<file path="config.mk">
export PLATFORM = sky130hd
export DESIGN_NAME = store_split_unit
export DESIGN_NICKNAME = d
export VERILOG_FILES = /design/src/rtl/store_split_unit.sv
export SDC_FILE = /design/constraint.sdc
export NUM_CORES = 1
export LEC_CHECK = 0
export ABC_AREA = 1
export BUFFER_PORTS_ARGS = -buffer_cell sky130_fd_sc_hd__buf_2
export CORE_AREA = 2 2 116 118
export CTS_BUF_LIST = sky130_fd_sc_hd__clkbuf_4
export DETAILED_ROUTE_END_ITERATION = 12
export DIE_AREA = 0 0 118 120
export GPL_TIMING_DRIVEN = 1
export PLACE_DENSITY_LB_ADDON = 0.3
export SYNTH_ARGS = -nofsm -noshare
export SYNTH_HDL_FRONTEND = slang
export SYNTH_SLANG_ARGS = --single-unit
</file>
<file path="constraint.sdc">
create_clock -name clk -period 2.1 [get_ports clk]
set_clock_uncertainty 0.05 [all_clocks]
set_input_delay 0.42 -clock clk [delete_from_list [all_inputs] [get_ports clk]]
set_output_delay 0.42 -clock clk [all_outputs]
set_load 0.01 [all_outputs]
</file>
<file path="src/rtl/store_split_unit.sv">
// rtl/store_split_unit.sv - store request to one or two lane-aligned bus beats with byte masks
module store_split_unit #(
    parameter int XLEN            = 32,
    parameter bit MISALIGNED_TRAP = 1'b0
) (
    input  logic              clk,
    input  logic              rst,
    input  logic              req_valid,
    output logic              req_ready,
    input  logic [XLEN-1:0]   req_addr,
    input  logic [1:0]        req_op,
    input  logic [XLEN-1:0]   req_data,
    output logic              mem_valid,
    input  logic              mem_ready,
    output logic [XLEN-1:0]   mem_addr,
    output logic [XLEN-1:0]   mem_wdata,
    output logic [XLEN/8-1:0] mem_wmask,
    output logic              done,
    output logic              fault
);

    localparam int NB = XLEN / 8;
    localparam int OW = $clog2(NB);

    typedef enum logic [1:0] {
        IDLE  = 2'd0,
        BEAT0 = 2'd1,
        BEAT1 = 2'd2,
        RESP  = 2'd3
    } state_t;

    state_t state;
    state_t state_n;

    logic [XLEN-1:0]   addr0_q;
    logic [2*XLEN-1:0] data_q;
    logic [2*NB-1:0]   mask_q;
    logic              split_q;
    logic              fault_q;

    logic [OW-1:0]     off;
    int                sz;
    logic [NB-1:0]     byte_en;
    logic [XLEN-1:0]   data_mask;
    logic [2*XLEN-1:0] wide_data;
    logic [2*NB-1:0]   wide_mask;
    logic              req_split;
    logic              req_illegal;
    logic              req_fault;

    // Steer the incoming request onto a two-word window; only used at acceptance.
    always_comb begin
        off = req_addr[OW-1:0];
        case (req_op)
            2'b00:   sz = 1;
            2'b01:   sz = 2;
            2'b10:   sz = 4;
            default: sz = 8;
        endcase
        byte_en   = '0;
        data_mask = '0;
        for (int i = 0; i < NB; i++) begin
            byte_en[i]          = (i < sz);
            data_mask[8*i +: 8] = {8{byte_en[i]}};
        end
        wide_data   = {{XLEN{1'b0}}, req_data & data_mask} << {off, 3'b000};
        wide_mask   = {{NB{1'b0}}, byte_en} << off;
        req_split   = |wide_mask[2*NB-1:NB];
        req_illegal = (req_op == 2'b11) && (XLEN != 64);
        req_fault   = req_illegal || (req_split && MISALIGNED_TRAP);
    end

    // State register and request field capture; fields are frozen until the next IDLE.
    always_ff @(posedge clk) begin
        if (rst) begin
            state   <= IDLE;
            addr0_q <= '0;
            data_q  <= '0;
            mask_q  <= '0;
            split_q <= 1'b0;
            fault_q <= 1'b0;
        end else begin
            state <= state_n;
            if (state == IDLE && req_valid) begin
                addr0_q <= {req_addr[XLEN-1:OW], {OW{1'b0}}};
                data_q  <= wide_data;
                mask_q  <= wide_mask;
                split_q <= req_split;
                fault_q <= req_fault;
            end
        end
    end

    // Next-state decode; mem_ready only influences this path.
    always_comb begin
        state_n = state;
        case (state)
            IDLE:    if (req_valid) state_n = req_fault ? RESP : BEAT0;
            BEAT0:   if (mem_ready) state_n = split_q ? BEAT1 : RESP;
            BEAT1:   if (mem_ready) state_n = RESP;
            RESP:    state_n = IDLE;
            default: state_n = IDLE;
        endcase
    end

    // Outputs decoded from registered state and latched fields only.
    always_comb begin
        req_ready = 1'b0;
        mem_valid = 1'b0;
        mem_addr  = '0;
        mem_wdata = '0;
        mem_wmask = '0;
        done      = 1'b0;
        fault     = 1'b0;
        case (state)
            IDLE: req_ready = 1'b1;
            BEAT0: begin
                mem_valid = 1'b1;
                mem_addr  = addr0_q;
                mem_wdata = data_q[XLEN-1:0];
                mem_wmask = mask_q[NB-1:0];
            end
            BEAT1: begin
                mem_valid = 1'b1;
                mem_addr  = addr0_q + XLEN'(NB);
                mem_wdata = data_q[2*XLEN-1:XLEN];
                mem_wmask = mask_q[2*NB-1:NB];
            end
            RESP: begin
                done  = 1'b1;
                fault = fault_q;
            end
            default: ;
        endcase
    end

endmodule

</file>
Word-level counts from Yosys, hierarchy flattened
Index checks and enable logic that the tools add are counted.
W data, S select, Z words.
{"block": "op_classes", "n_eq_ne": 9, "add_sub_neg": 1, "magnitude_cmp": 4, "muxes": 14, "n_reduce_logical": 6, "n_shift": 2, "n_bitwise": 1}
{"operator": "$pmux W32 S2", "n": 2}
{"operator": "$lt A3 B32 Y1 const A", "n": 2}
{"operator": "$shl A32 B5 Y64", "n": 1}
{"operator": "$add A32 B3 Y32 const B", "n": 1}
{"operator": "$and A32 B32 Y32", "n": 1}
{"operator": "$lt A1 B32 Y1 const A", "n": 1}
{"operator": "$lt A2 B32 Y1 const A", "n": 1}
{"operator": "$pmux W4 S3", "n": 1}
{"operator": "$eq A2 B2 Y1 const B", "n": 4}
{"operator": "$mux W2", "n": 4}
{"operator": "$pmux W2 S4", "n": 1}
{"operator": "$pmux W4 S2", "n": 1}
{"operator": "$shl A4 B2 Y8", "n": 1}
{"operator": "$ne A2 B2 Y1 const B", "n": 3}
{"operator": "$mux W1", "n": 5}
{"operator": "$eq A2 B1 Y1 const B", "n": 2}
{"operator": "$logic_not A2 Y1", "n": 2}
{"operator": "$reduce_or A4 Y1", "n": 1}
{"operator": "$reduce_and A3 Y1", "n": 1}
{"operator": "$reduce_or A2 Y1", "n": 1}
{"operator": "$logic_and A1 B1 Y1", "n": 1}
{"block": "totals", "word_cells": 43, "inputBits": 70, "out_inout_bits": 72, "regBits": 106}

Logic depth before layout (Yosys ltp)
{"block": "depth", "ltp_word": 5, "depth_mapped": 9}

Least setup slack after synthesis
No wires, ideal clock.
{"block": "synth_path", "path_kind": "register to output", "from": "reg addr0_q[2]", "to": "out mem_addr[14]", "stages_incl_launch_ff": 7, "path_slack_ns": 0.237, "path_buffers": 0, "arrival_ns": 1.393, "cell_sequence": "dfxtp_1 -> ha_1 -> nand2_2 -> nor2_4 -> and2_2 -> a31oi_1 -> nor3_1"}
{"block": "synth_via", "elab_chain_len": 2}
{"item": "start: declaration", "line_no": "35", "source": "logic [XLEN-1:0] addr0_q;"}
{"item": "start signal: assignment", "line_no": "85", "source": "addr0_q <= {req_addr[XLEN-1:OW], {OW{1'b0}}};"}
{"item": "$add A32 B3 Y32", "line_no": "125", "source": "mem_addr = addr0_q + XLEN'(NB);"}
{"item": "$pmux W32 S2", "line_no": "115", "source": "case (state)"}
{"item": "end: declaration", "line_no": "15", "source": "output logic [XLEN-1:0] mem_addr,"}
Every way passes these cells.

Worst setup path after layout
{"block": "layout_path", "from": "reg addr0_q[2]", "to": "out mem_addr[28]"}
Same word-level chain as after synthesis.

==> key figures <==
Place
  – DP HPWL: 13700 µm
  – IO buf count: 139
  – Gp weighted congestion: 0.951
  – Post-DP Area: 6680 µm²
  – Dpl cells: 1213
  – Placement Setup Slack: 58.2 ps

STA
  – Post-layout minimum cycle time: 2540 ps
  – Least-Margin Pin Slew: 693 ps
  – Fin worst setup slack: -438 ps
  – Worst slew margin: 53.8%
  – RSZ-0062 raised after global routing: true
  – Setup-failing EPs final: 67
  – Slew Viols, Final: 0
  – Final period utilization: 121%
  – Hold Fails Final Rpt: 0
  – Highest clock rate: 394 MHz

Yosys
  – Mapped Area: 5690 µm²
  – Cells after Synth: 927
  – Yosys reg bits: 97
  – Post-synth ARST share: 0%
  – Dominant synthesized flop cell: dfxtp_1
  – Count leader, synth: nand2_1
  – Register area share after synthesis: 34.1%
  – Post-synth top area share: 34.1%
  – Yosys cell types: 36
  – YS warnings: 0
  – Area leader, netlist: dfxtp_1
  – EDFF count, synth: 0
  – Synth area leaders: dfxtp_1 34%, nand2_1 20%, a21oi_1 11%, o21ai_0 5.9%, nor2_1 5.3%
  – Synth top cells by count: 309 x nand2_1, 122 x a21oi_1, 97 x dfxtp_1, 81 x nor2_1, 67 x o21ai_0
  – Average size of a mapped cell: 6.14 µm²

Floorplanning
  – Num ports: 142
  – Die area: 14200 µm²
  – Core box area: 13000 µm²
  – Initial Util: 43.9%
  – Chip width: 118 µm
  – Die height: 120 µm
  – Rows: 42

Power and ir drop
  – PwrDens: 988 nW/µm²
  – Worst VDD drop: 0.512 mV
  – Leak: 3.98 nW

Global routing
  – Total congestion overflow: 0
  – Total Routing Usage GR: 31.9%
  – Largest net degree at the start of global routing: 85
  – Initial antenna violation count: 0
  – Number of global-route vias before repair: 6831
  – First-pass GRT wire length: 35600 µm

Job
  – Number of max-cap violations: 0

Clock tree
  – CTS tree: done
  – CTS Root Cell: clkbuf_4
  – Htree depth: 3
  – Worst-Skew Late Latency: 480 ps
  – Clock sink total: 97
  – Hold_buf cts: 0
  – Worst-path clk slew: 170 ps
  – Num CTS Buffers: 9
  – Clk buf depth: 2

Detailed routing
  – Metal3 WL: 2270 µm
  – Via count: 7505
  – Top routing layer in use: met4
  – Post-Route WL: 24700 µm
  – Vias per cell: 5.79
  – ANT nets after route: 0
  – Initial DRC Count: 719
  – Residual DRC: 0
  – Routed WL per cell: 19.1 µm
  – Met2 routed WL: 11900 µm
  – Initial DRT Pass Iterations: 6
  – M1 WL: 9090 µm

Setup path
  – Most used cell, CP: nand2_1
  – Launching point of the worst reg2reg path: state[0]
  – Critical setup path kind: flip-flop to output port
  – Critical path startpoint category: flip-flop
  – CP Capture Type: output port
  – Worst path slowest cell: dfxtp_4
  – Worst path required time: 1630 ps
  – Largest stage delay, worst path: 400 ps
  – Max FO, Critical Path: 5
  – CP arrival: 2070 ps
  – Slack of the worst reg-to-reg path: 340 ps
  – Reg2reg path depth: 8
  – Worst-path cell chain: ha_4 > nand2_4 > nor2_4 > nand3_2 > nor2_4 > nand2_1 > nand2_1 > nand2_1 > a21oi_2 > buf_2
  – RR Endpoint: data_q[20]

Outcome
  – Status: finished, violations left
  – Failing checks: negative setup slack

Worst hold path
  – Min-Delay Path Class: input port to flip-flop
  – Hold Startpoint: req_addr[20]
  – Hold Crit Endpoint: addr0_q[20]
  – Hold Path Depth: 3

Layout
  – Final layout net count: 1191
  – Layout Area Growth over Synthesis: 60.1%
  – Finished Cell Area: 9110 µm²
  – Non-Filler Instances: 1297
  – ANT cells: 0
  – Share of cells above drive strength 1: 47.8%
==> layout make-up <==
cell class	instances	area (µm²)
clock buffers	10	75.1
clock inverters	6	78.8
fillers	1013	3870
inverters	53	223
multi-input cells	718	4460
flip-flops and latches	97	2030
well taps	176	220
repair buffers	237	2020
==> per-layer routing <==
layer,vias to the layer above,global-route usage (%)
met4,0,16.2
li1,3424,-
met1,3439,39.1
met2,495,53.2
met3,147,6.61
met5,-,0
==> critical path: cells and delay by family, from the launching register on <==
kind | cells | cell delay, ps
adder cells (fa/ha/maj) | 1 | 160
buffers and inverters | 1 | 140
flip-flops | 1 | 400
AO/OA/AOI/OAI | 1 | 110
AND/OR/NAND/NOR | 7 | 740
==> logic make-up after synthesis <==
logic type,share of synthesized area (%)
compound gates,21.9
flops,34.1
simple gates,34.7
buf+inv,8.20
other cells,0.0659
fa+ha+maj,1.10
==> placed cells by master (no fill, tap or decap), types with 4 or more instances in the layout <==
master    instances
nand2_1         211
buf_2           133
a21oi_1          74
dfxtp_1          68
o21ai_0          57
nand2_4          56
buf_4            54
nand2_2          50
a21oi_2          45
nor2_1           43
inv_1            39
nand3_1          39
nor2_4           31
dfxtp_4          22
nor2_2           19
buf_12           17
a31oi_1          16
buf_6            15
a22oi_1          12
buf_16           12
nand3_2          11
o21ai_1          10
clkbuf_4         10
inv_2             8
o21ai_2           7
dfxtp_2           7
a21oi_4           6
inv_8             4
nor3_1            4
ha_4              4
buf_8             4
==> power breakdown <==
part	total, mW	internal [mW]	switching [mW]
logic	5.17	2.25	2.93
registers	2.67	2.24	0.437
clock network	1.16	0.407	0.749
total	9.00	4.89	4.11
==> registers in the layout, summed over array words and instances, names as in the netlist <==
| name | count |
|---|---|
| data_q | 56 |
| fault_q | 1 |
| split_q | 1 |
| addr0_q | 30 |
| mask_q | 7 |
| state | 2 |
==> what timing repair did <==
item | in CTS | in global routing
buffers inserted | 39 | 18
cloned | 15 | 2
resized for setup | 282 | 156
endpoints found under the setup margin | 66 | 67
pin swaps | 79 | 92
==> worst max path at each step <==
stage	slack, ps	depth (start not counted)	startpoint	to
after floorplan	240	6	addr0_q[2]	mem_addr[14]
after global placement	80	10	addr0_q[2]	mem_addr[24]
after detailed placement	60	10	addr0_q[2]	mem_addr[24]
after CTS	-320	10	addr0_q[3]	mem_addr[28]
after global routing	-510	10	addr0_q[2]	mem_addr[28]
final	-440	10	addr0_q[2]	mem_addr[28]
==> per-stage QoR <==
stage	hold WS, ps	total power [mW]	TNS (ps)	utilization, %
2_1_floorplan	394	4.03	0	-
3_3_place_gp	403	5.07	0	51.5
3_5_place_dp	406	5.08	0	51.5
4_1_cts	102	8.30	-14430	65.3
5_1_grt	105	9.33	-20940	70.2
6_report	119	9.00	-15940	70.2
Note: power is estimated with default switching activity, not from simulation.
